$ cat config.mk
export PLATFORM = sky130hd
export DESIGN_NAME = rf_writer
export DESIGN_NICKNAME = d
export VERILOG_FILES = /design/src/rtl/rf_writer.sv
export SDC_FILE = /design/constraint.sdc
export NUM_CORES = 1
export LEC_CHECK = 0
export CORE_UTILIZATION = 45
export DETAILED_ROUTE_END_ITERATION = 7
export PLACE_DENSITY = 0.73
export REMOVE_ABC_BUFFERS = 1
export SLEW_MARGIN = 20
export SYNTH_ARGS = -nofsm -noshare
export SYNTH_HDL_FRONTEND = slang
export SYNTH_SLANG_ARGS = --single-unit
$ cat constraint.sdc
create_clock -name clk -period 3.1 [get_ports clk]
set_input_delay 0.62 -clock clk [delete_from_list [all_inputs] [get_ports clk]]
set_output_delay 0.62 -clock clk [all_outputs]
set_load 0.02 [all_outputs]
$ cat src/rtl/rf_writer.sv
// Register-file write front end: merges never-stalling pipeline writeback with a
// FIFO of load results into one write port, and reports pending-write hazards.
// Optional RFW_BYPASS_EN adds fwd1/fwd2 youngest-data bypass outputs.
// DEPTH must be a power of two and at least 2 (pointers wrap by overflow).
module rf_writer #(
  parameter int DEPTH  = 4,
  parameter int REG_W  = 5,
  parameter int DATA_W = 32
) (
  input  logic                     clk,
  input  logic                     rst_n,
  input  logic                     pipe_valid,
  input  logic [REG_W-1:0]         pipe_addr,
  input  logic [DATA_W-1:0]        pipe_data,
  input  logic                     ld_valid,
  output logic                     ld_ready,
  input  logic [REG_W-1:0]         ld_addr,
  input  logic [DATA_W-1:0]        ld_data,
  output logic [REG_W-1:0]         a3,
  output logic [DATA_W-1:0]        wd3,
  output logic                     we3,
  input  logic [REG_W-1:0]         q_a1,
  input  logic [REG_W-1:0]         q_a2,
  output logic                     hit1,
  output logic                     hit2,
`ifdef RFW_BYPASS_EN
  output logic [DATA_W-1:0]        fwd1,
  output logic [DATA_W-1:0]        fwd2,
`endif
  output logic [$clog2(DEPTH):0]   pending
);

  localparam int PTR_W = $clog2(DEPTH);

  logic [REG_W-1:0]  r_fifo_addr [DEPTH];
  logic [DATA_W-1:0] r_fifo_data [DEPTH];
  logic [PTR_W-1:0]  r_rd_ptr;
  logic [PTR_W-1:0]  r_wr_ptr;
  logic [PTR_W:0]    r_count;

  logic              r_we3;
  logic [REG_W-1:0]  r_a3;
  logic [DATA_W-1:0] r_wd3;

  logic w_full;
  logic w_empty;
  logic w_push;
  logic w_pop;

  assign w_full   = (r_count == (PTR_W+1)'(DEPTH));
  assign w_empty  = (r_count == '0);
  // Loads to r0 are handshaken but never stored; a full FIFO refuses even when popping.
  assign w_push   = ld_valid && !w_full && (ld_addr != '0);
  assign w_pop    = !pipe_valid && !w_empty;

  assign ld_ready = !w_full;
  assign pending  = r_count;
  assign we3      = r_we3;
  assign a3       = r_a3;
  assign wd3      = r_wd3;

  // NOTE: storage is deliberately not reset; entry validity comes only from r_count,
  // so a reset that clears the counter and pointers discards every entry.
  always_ff @(posedge clk) begin
    if (w_push) begin
      r_fifo_addr[r_wr_ptr] <= ld_addr;
      r_fifo_data[r_wr_ptr] <= ld_data;
    end
  end

  // NOTE: sequential state uses non-blocking assignments so every register samples
  // the pre-edge values of the others, independent of statement order.
  always_ff @(posedge clk or negedge rst_n) begin
    if (!rst_n) begin
      r_rd_ptr <= '0;
      r_wr_ptr <= '0;
      r_count  <= '0;
    end else begin
      if (w_push) r_wr_ptr <= r_wr_ptr + 1'b1;
      if (w_pop)  r_rd_ptr <= r_rd_ptr + 1'b1;
      case ({w_push, w_pop})
        2'b10:   r_count <= r_count + 1'b1;
        2'b01:   r_count <= r_count - 1'b1;
        default: r_count <= r_count;
      endcase
    end
  end

  // Pipeline always wins; a pipeline write to r0 still blocks the FIFO that cycle.
  always_ff @(posedge clk or negedge rst_n) begin
    if (!rst_n) begin
      r_we3 <= 1'b0;
      r_a3  <= '0;
      r_wd3 <= '0;
    end else if (pipe_valid) begin
      r_we3 <= (pipe_addr != '0);
      if (pipe_addr != '0) begin
        r_a3  <= pipe_addr;
        r_wd3 <= pipe_data;
      end
    end else if (w_pop) begin
      r_we3 <= 1'b1;
      r_a3  <= r_fifo_addr[r_rd_ptr];
      r_wd3 <= r_fifo_data[r_rd_ptr];
    end else begin
      r_we3 <= 1'b0;
    end
  end

  function automatic logic f_hit(input logic [REG_W-1:0] q);
    logic h;
    h = r_we3 && (r_a3 == q);
    for (int i = 0; i < DEPTH; i++) begin
      if (((PTR_W+1)'(i) < r_count) && (r_fifo_addr[r_rd_ptr + PTR_W'(i)] == q))
        h = 1'b1;
    end
    return h && (q != '0);
  endfunction

  // NOTE: every always_comb output gets a default before any conditional assignment,
  // otherwise a missed path infers a latch.
  always_comb begin
    hit1 = 1'b0;
    hit2 = 1'b0;
    hit1 = f_hit(q_a1);
    hit2 = f_hit(q_a2);
  end

`ifdef RFW_BYPASS_EN
  // Scan oldest to youngest (output register, then FIFO head to tail); last match wins.
  function automatic logic [DATA_W-1:0] f_fwd(input logic [REG_W-1:0] q);
    logic [DATA_W-1:0] d;
    d = '0;
    if (q != '0) begin
      if (r_we3 && (r_a3 == q)) d = r_wd3;
      for (int i = 0; i < DEPTH; i++) begin
        if (((PTR_W+1)'(i) < r_count) && (r_fifo_addr[r_rd_ptr + PTR_W'(i)] == q))
          d = r_fifo_data[r_rd_ptr + PTR_W'(i)];
      end
    end
    return d;
  endfunction

  always_comb begin
    fwd1 = '0;
    fwd2 = '0;
    fwd1 = f_fwd(q_a1);
    fwd2 = f_fwd(q_a2);
  end
`endif

endmodule
==> impl_metrics.py, run 1 <==
metrics = {
    "clock_network": {
        "cts_max_path_buffers": 2,
        "cts_hold_buf": 0,
        "clk_pin_slew_ns": 0.07,
        "clk_latency_ns": 0.43,
        "cts_tree": "done",
        "clock-sinks": 193,
        "cts_root_buf": "clkbuf_16",
        "numCtsBuffers": 17,
        "cts.htree.levels": 4,
    },
    "global_routing": {
        "grt_first_pass_wirelength_um": 31450,
        "grt_pass1_vias": 5792,
        "grt_overflow": 0,
        "track_usage": 0.2137,
        "grt_start_max_net_pins": 33,
        "antenna_found_initial": 0,
    },
    "drt": {
        "route.top_layer_used": "met4",
        "routedWlPerCell_um": 19.79,
        "drtIter0Drc": 286,
        "ant_nets": 0,
        "vias_per_cell": 5.330,
        "routed-via-count": 5399,
        "first_pass_iters": 5,
        "wl_met3_um": 620,
        "wirelength_um": 20050,
        "drc": 0,
        "wl_met1_um": 8600,
        "route.met2.wl_um": 10530,
    },
    "place": {
        "placedInstanceArea_um2": 10600,
        "port_buffers": 131,
        "placed_cells": 973,
        "gp_congestion": 0.8666,
        "hpwl_um": 13840,
    },
    "setup_path": {
        "path_cells": "buf_12, buf_4, mux4_2, xnor2_1, nand4_1, o211ai_1, o22a_1, buf_6",
        "worstSetupPathType": "reg -> out",
        "crit_fanout": 6,
        "end_kind": "output pin",
        "cp.buffers_inverters": 3,
        "worstPathArrival_ns": 2.55,
        "cpLargestDelayFamily": "flip-flops",
        "start_kind": "register",
        "cp_slowest_cell": "dfrtp_4",
        "crit_required_ns": 2.48,
        "cp_slowest_stage_delay_ns": 0.51,
    },
    "synth": {
        "netlist_instances": 559,
        "yosysTopAreaCell": "edfxtp_1",
        "yosys.area.top_type_share": 0.5123,
        "ys_top_cells_by_area": "edfxtp_1 (51%), dfrtp_1 (13%), mux4_2 (11%)",
        "synth.distinct_cells": 37,
        "async_flop_share": 0.2332,
        "synth.ff_latch_count": 193,
        "syn_area_um2": 8675,
        "synth_flop_cell": "edfxtp_1",
        "ys_seq_area_frac": 0.6421,
        "synth-edff-count": 148,
        "syn_area_per_cell_um2": 15.52,
        "yosys_warnings": 0,
    },
    "job": {
        "maxCapViolations": 0,
    },
    "timing": {
        "grt_setup_unrepaired": "yes",
        "relSlewSlack": 0.4831,
        "finalSetupViolCount": 2,
        "fmax_ghz": 0.3152,
        "tightestPinTransition_ns": 0.7754,
        "clock_skew_ns": 0.01157,
        "worst_slack_ns": -0.07237,
        "fin_hold_ws_ns": 0.2691,
        "min_period_ns": 3.172,
        "fin_crit_sh": 1.023,
        "finalMaxSlewViolations": 0,
        "hold_viol": 0,
    },
    "finish": {
        "final_area_um2": 11390,
        "multi_input_area_um2": 2960,
        "instances_no_fill": 1013,
        "num_antenna_cells": 0,
        "final_layout_size_suffix_gt1_frac": 0.2231,
        "seqCellArea_um2": 5575,
        "fill_cells": 1443,
        "post-route-util": 0.6047,
        "syn2layout_area_growth_pct": 31.26,
        "final_nets": 837,
    },
    "die": {
        "die_y_um": 140.8,
        "core_area_um2": 18830,
        "initial_utilization": 0.4607,
        "io_pins": 132,
        "fp.dieArea_um2": 19840,
        "rows": 50,
        "die_width_um": 140.8,
    },
    "power": {
        "power_leakage_nw": 4.122,
        "ir_drop_mv": 0.5204,
        "p_per_area_nw_per_um2": 916.7,
    },
    "worst_hold_path": {
        "hold_path.class": "in -> async",
    },
    "status": {
        "violations": "negative setup slack",
        "outcome": "complete, but fails checks",
    },
}
## through the flow
stage | TNS [ns] | power, mW | worst slack [ns]
finish | -0.09164 | 10.44 | -0.07237
global route | -0.4121 | 10.99 | -0.2424
CTS | -0.1695 | 10.52 | -0.1006
detailed placement | -0.4449 | 7.941 | -0.2234
global placement | -0.4006 | 7.831 | -0.2133
floorplan | -6.115 | 6.260 | -1.362
## cell usage after synthesis, types with 6 or more instances
cell type and number:
edfxtp_1 148, dfrtp_1 45, mux4_2 41, nand2_1 39
o21ai_0 38, mux2i_1 37, xnor2_1 32, xor2_1 28
a21oi_1 26, nor2_1 26, clkbuf_1 15, buf_2 11
ha_1 9, inv_1 7, nor3_1 6
## what timing repair did
item,CTS,global route
resized for setup,23,7
setup endpoints to repair,2,2
cloned,0,0
setup buffers,8,0
pin swaps,4,1
## cells by family after synthesis
family / count (synthesis) / synth area share
AO/OA/AOI/OAI: 77 / 0.04774
buffers and inverters: 44 / 0.02466
XOR/XNOR: 60 / 0.06058
AND/OR/NAND/NOR: 93 / 0.04760
adder cells (fa/ha/maj): 9 / 0.01298
multiplexers: 83 / 0.1643
flip-flops: 193 / 0.6421
## worst reg2reg max path, cell delays in order, from the launching register on
cell	delay, ns
dfrtp_1	0.49
inv_1	0.10
ha_1	0.25
nand2_1	0.10
nand2_1	0.08
a21oi_1	0.31
buf_4	0.22
and2_2	0.15
buf_4	0.33
## layer usage
| metal | GRT usage | vias up |
|---|---|---|
| li1 | - | 2477 |
| met1 | 0.2718 | 2789 |
| met2 | 0.3737 | 115 |
| met3 | 0.03838 | 18 |
| met4 | 0.06522 | 0 |
| met5 | 0 | - |
## state kept, by name (all words and copies together) (netlist names)
name         count
r_fifo_data    128
pending          3
r_rd_ptr         2
we3              1
wd3             32
r_wr_ptr         2
a3               5
r_fifo_addr     20
## layout by cell type (no fill, tap or decap), types with 25 or more instances in the layout
master	netlist	routed
edfxtp_1	148	148
clkdlybuf4s50_1	0	128
buf_4	1	63
mux4_2	41	46
dfrtp_1	45	43
nand2_1	39	39
o21ai_0	38	38
mux2i_1	37	31
xor2_1	28	28
xnor2_1	32	28
nor2_1	26	25
a21oi_1	26	25
## worst paths after layout
check / start / slack [ns] / end / depth (start not counted)
max: r_rd_ptr[0] / -0.07 / hit2 / 8
min: rst_n / 0.27 / wd3[3] / 1
max reg2reg: pending[0] / 0.71 / r_fifo_data[3][12] / 8
min reg2reg: wd3[30] / 0.48 / wd3[30] / 2
max in group asynchronous: rst_n / 2.01 / wd3[4] / 2
min in group clk: wd3[30] / 0.48 / wd3[30] / 2
## area by class of cell
type / instances / share of cell area
Sequential cell: 193 / 0.4897
Multi-Input combinational cell: 322 / 0.2600
Timing Repair Buffer: 197 / 0.1618
Clock buffer: 17 / 0.03736
Tap cell: 260 / 0.02857
Clock inverter: 15 / 0.01967
Inverter: 9 / 0.002967
## power by group
group          switching, mW  internal (mW)  total, mW  leakage (nW)
Clock                  0.978           1.38       2.36         0.311
Combinational           2.12           2.18       4.29          1.93
Sequential             0.329           3.46       3.79          1.88
Power figures use the tool's default switching activity.
==> run 2, diff against run 1 <==
==> constraint.sdc (replaced) <==
create_clock -name clk -period 3.3 [get_ports clk]
set_input_delay 0.66 -clock clk [delete_from_list [all_inputs] [get_ports clk]]
set_output_delay 0.66 -clock clk [all_outputs]
set_load 0.02 [all_outputs]
==> run 2 against run 1 <==
- the flow now finishes without violations
- final area down 0.87%
- die area unchanged
- non-clock buffer count down 9
- routed wire length down 2.1%
- cell count down 0.89%
- count of clock-buffer cells in the layout unchanged
- hold slack better by 0.010 ns
- worst setup slack better by 0.12 ns
- clock skew down 0.00090 ns
- global-route usage down 0.38 points
- first-iteration DRC count down 14%
- largest power group unchanged
==> impl_metrics.py, run 2 (synthesized netlist as in run 1, its figures left out) <==
metrics = {
    "status": {
        "outcome": "complete, no violations",
    },
    "drt": {
        "drc": 0,
        "routedWlPerCell_um": 19.55,
        "ant_nets": 0,
        "drtIter0Drc": 245,
        "routed-via-count": 5344,
        "wirelength_um": 19630,
        "vias_per_cell": 5.323,
        "first_pass_iters": 4,
    },
    "finish": {
        "final_common_cell": "edfxtp_1",
        "final_layout_size_suffix_gt1_frac": 0.2043,
        "largest_reg_flops": 128,
        "num_antenna_cells": 0,
        "final_nets": 828,
        "largest-register": "r_fifo_data",
        "seqCellArea_um2": 5578,
        "multi_input_area_um2": 2935,
        "syn2layout_area_growth_pct": 30.12,
        "final_cell_mix": "edfxtp_1 (148), clkdlybuf4s50_1 (128), buf_4 (49), mux4_2 (44), dfrtp_1 (43)",
        "fill_cells": 1447,
        "final_area_um2": 11290,
    },
    "global_routing": {
        "grt_start_max_net_pins": 27,
        "track_usage": 0.2099,
        "grt_overflow": 0,
        "grt_first_pass_wirelength_um": 30910,
        "antenna_found_initial": 0,
        "grt_pass1_vias": 5698,
    },
    "timing": {
        "fin_crit_sh": 0.9868,
        "fmax_ghz": 0.3071,
        "finalSetupViolCount": 0,
        "relSlewSlack": 0.5158,
        "min_period_ns": 3.256,
        "finalMaxSlewViolations": 0,
        "clock_skew_ns": 0.01067,
        "grt_setup_unrepaired": "yes",
        "hold_viol": 0,
        "tightestPinTransition_ns": 0.7262,
    },
    "clock_network": {
        "clock-sinks": 193,
        "clk_pin_slew_ns": 0.07,
        "cts_root_buf": "clkbuf_16",
        "numCtsBuffers": 17,
        "cts.htree.levels": 4,
        "clk_latency_ns": 0.43,
        "cts_max_path_buffers": 2,
        "cts_tree": "done",
    },
    "setup_path": {
        "cpLargestDelayFamily": "multiplexers",
        "cp_slowest_cell": "mux4_2",
        "start_kind": "register",
        "worstPathArrival_ns": 2.60,
        "cp_slowest_stage_delay_ns": 0.55,
        "worstSetupPathType": "reg -> out",
        "crit_required_ns": 2.64,
        "end_kind": "output pin",
        "path_cells": "buf_12, mux4_2, xnor2_1, nand4_1, o31ai_2, a31oi_1, a21oi_1, buf_4",
        "reg2reg_slack_ns": 0.78,
        "cp.buffers_inverters": 2,
        "crit_fanout": 10,
    },
    "die": {
        "die_width_um": 140.8,
        "rows": 50,
        "die_y_um": 140.8,
        "io_pins": 132,
        "fp.dieArea_um2": 19840,
        "initial_utilization": 0.4607,
        "core_area_um2": 18830,
    },
    "power": {
        "ir_drop_mv": 0.4420,
        "power_leakage_nw": 4.061,
        "p_per_area_nw_per_um2": 843.8,
        "finalPower_mw": 9.524,
    },
    "place": {
        "gp_congestion": 0.8953,
        "hpwl_um": 14180,
        "port_buffers": 131,
        "placedInstanceArea_um2": 10630,
    },
    "worst_hold_path": {
        "hold_path.class": "in -> async",
    },
    "job": {
        "maxCapViolations": 0,
    },
}
[run 2: changes by cell type in the layout (fill, tap and decap cells not counted), moves of 3 or more]
cell	previous run	this run
buf_12	3	8
bufinv_16	4	1
buf_4	63	49
xnor2_1	28	31
xnor2_2	4	1
[run 2: worst paths after layout]
kind                             start                 end  cells after the start
max                        r_rd_ptr[0]                hit1                      8
min                              rst_n              wd3[3]                      1
max reg2reg                 pending[0]  r_fifo_data[0][30]                      8
min reg2reg                    wd3[21]             wd3[21]                      2
max in group asynchronous        rst_n             wd3[25]                      2
min in group clk               wd3[21]             wd3[21]                      2
[run 2: layer usage]
metal / up-vias / global-route usage / wire (um)
li1: 2466 / - / -
met1: 2715 / 0.2622 / 8309
met2: 131 / 0.3632 / 10150
met3: 32 / 0.04144 / 778
met4: 0 / 0.07780 / 392
met5: - / 0 / 0
[run 2: layout make-up]
class | instances | area share
Tap cell | 260 | 0.02882
Clock inverter | 15 | 0.01352
Clock buffer | 17 | 0.03769
Timing Repair Buffer | 188 | 0.1627
Multi-Input combinational cell | 322 | 0.2601
Inverter | 9 | 0.002993
Sequential cell | 193 | 0.4942
[run 2: power by group]
part | internal, mW | switching (mW)
registers | 3.25 | 0.312
logic | 2.00 | 1.95
clock network | 1.07 | 0.940
total | 6.32 | 3.20
[run 2: metrics by stage]
step	setup TNS, ns	util	setup WS (ns)	instances	hold slack [ns]
after floorplan	-2.395	-	-1.202	524	0.3644
after CTS	0	0.5975	0.006459	1002	0.2811
after global routing	-0.1950	0.5994	-0.09819	1004	0.3101
after global placement	-0.1789	0.5643	-0.1096	966	0.4598
final	0	0.5994	0.04358	1004	0.2792
after detailed placement	-0.2049	0.5643	-0.1145	966	0.4694
[run 2: repair_timing]
item                                    CTS  global route
gates resized for setup                  16             8
endpoints found under the setup margin    2             2
pin swaps                                 2             2
hold endpoints to repair                  0             0
buffers inserted                          4             2
hold buffers                              0             0
==> run 3, diff against run 2 <==
--- a/config.mk
+++ b/config.mk
@@ -5,6 +5,7 @@
 export SDC_FILE = /design/constraint.sdc
 export NUM_CORES = 1
 export LEC_CHECK = 0
+export CAP_MARGIN = 10
 export CORE_UTILIZATION = 45
 export DETAILED_ROUTE_END_ITERATION = 7
 export PLACE_DENSITY = 0.73
==> results of run 3 <==
Final layout, timing and power as in run 2 (identical DEF).
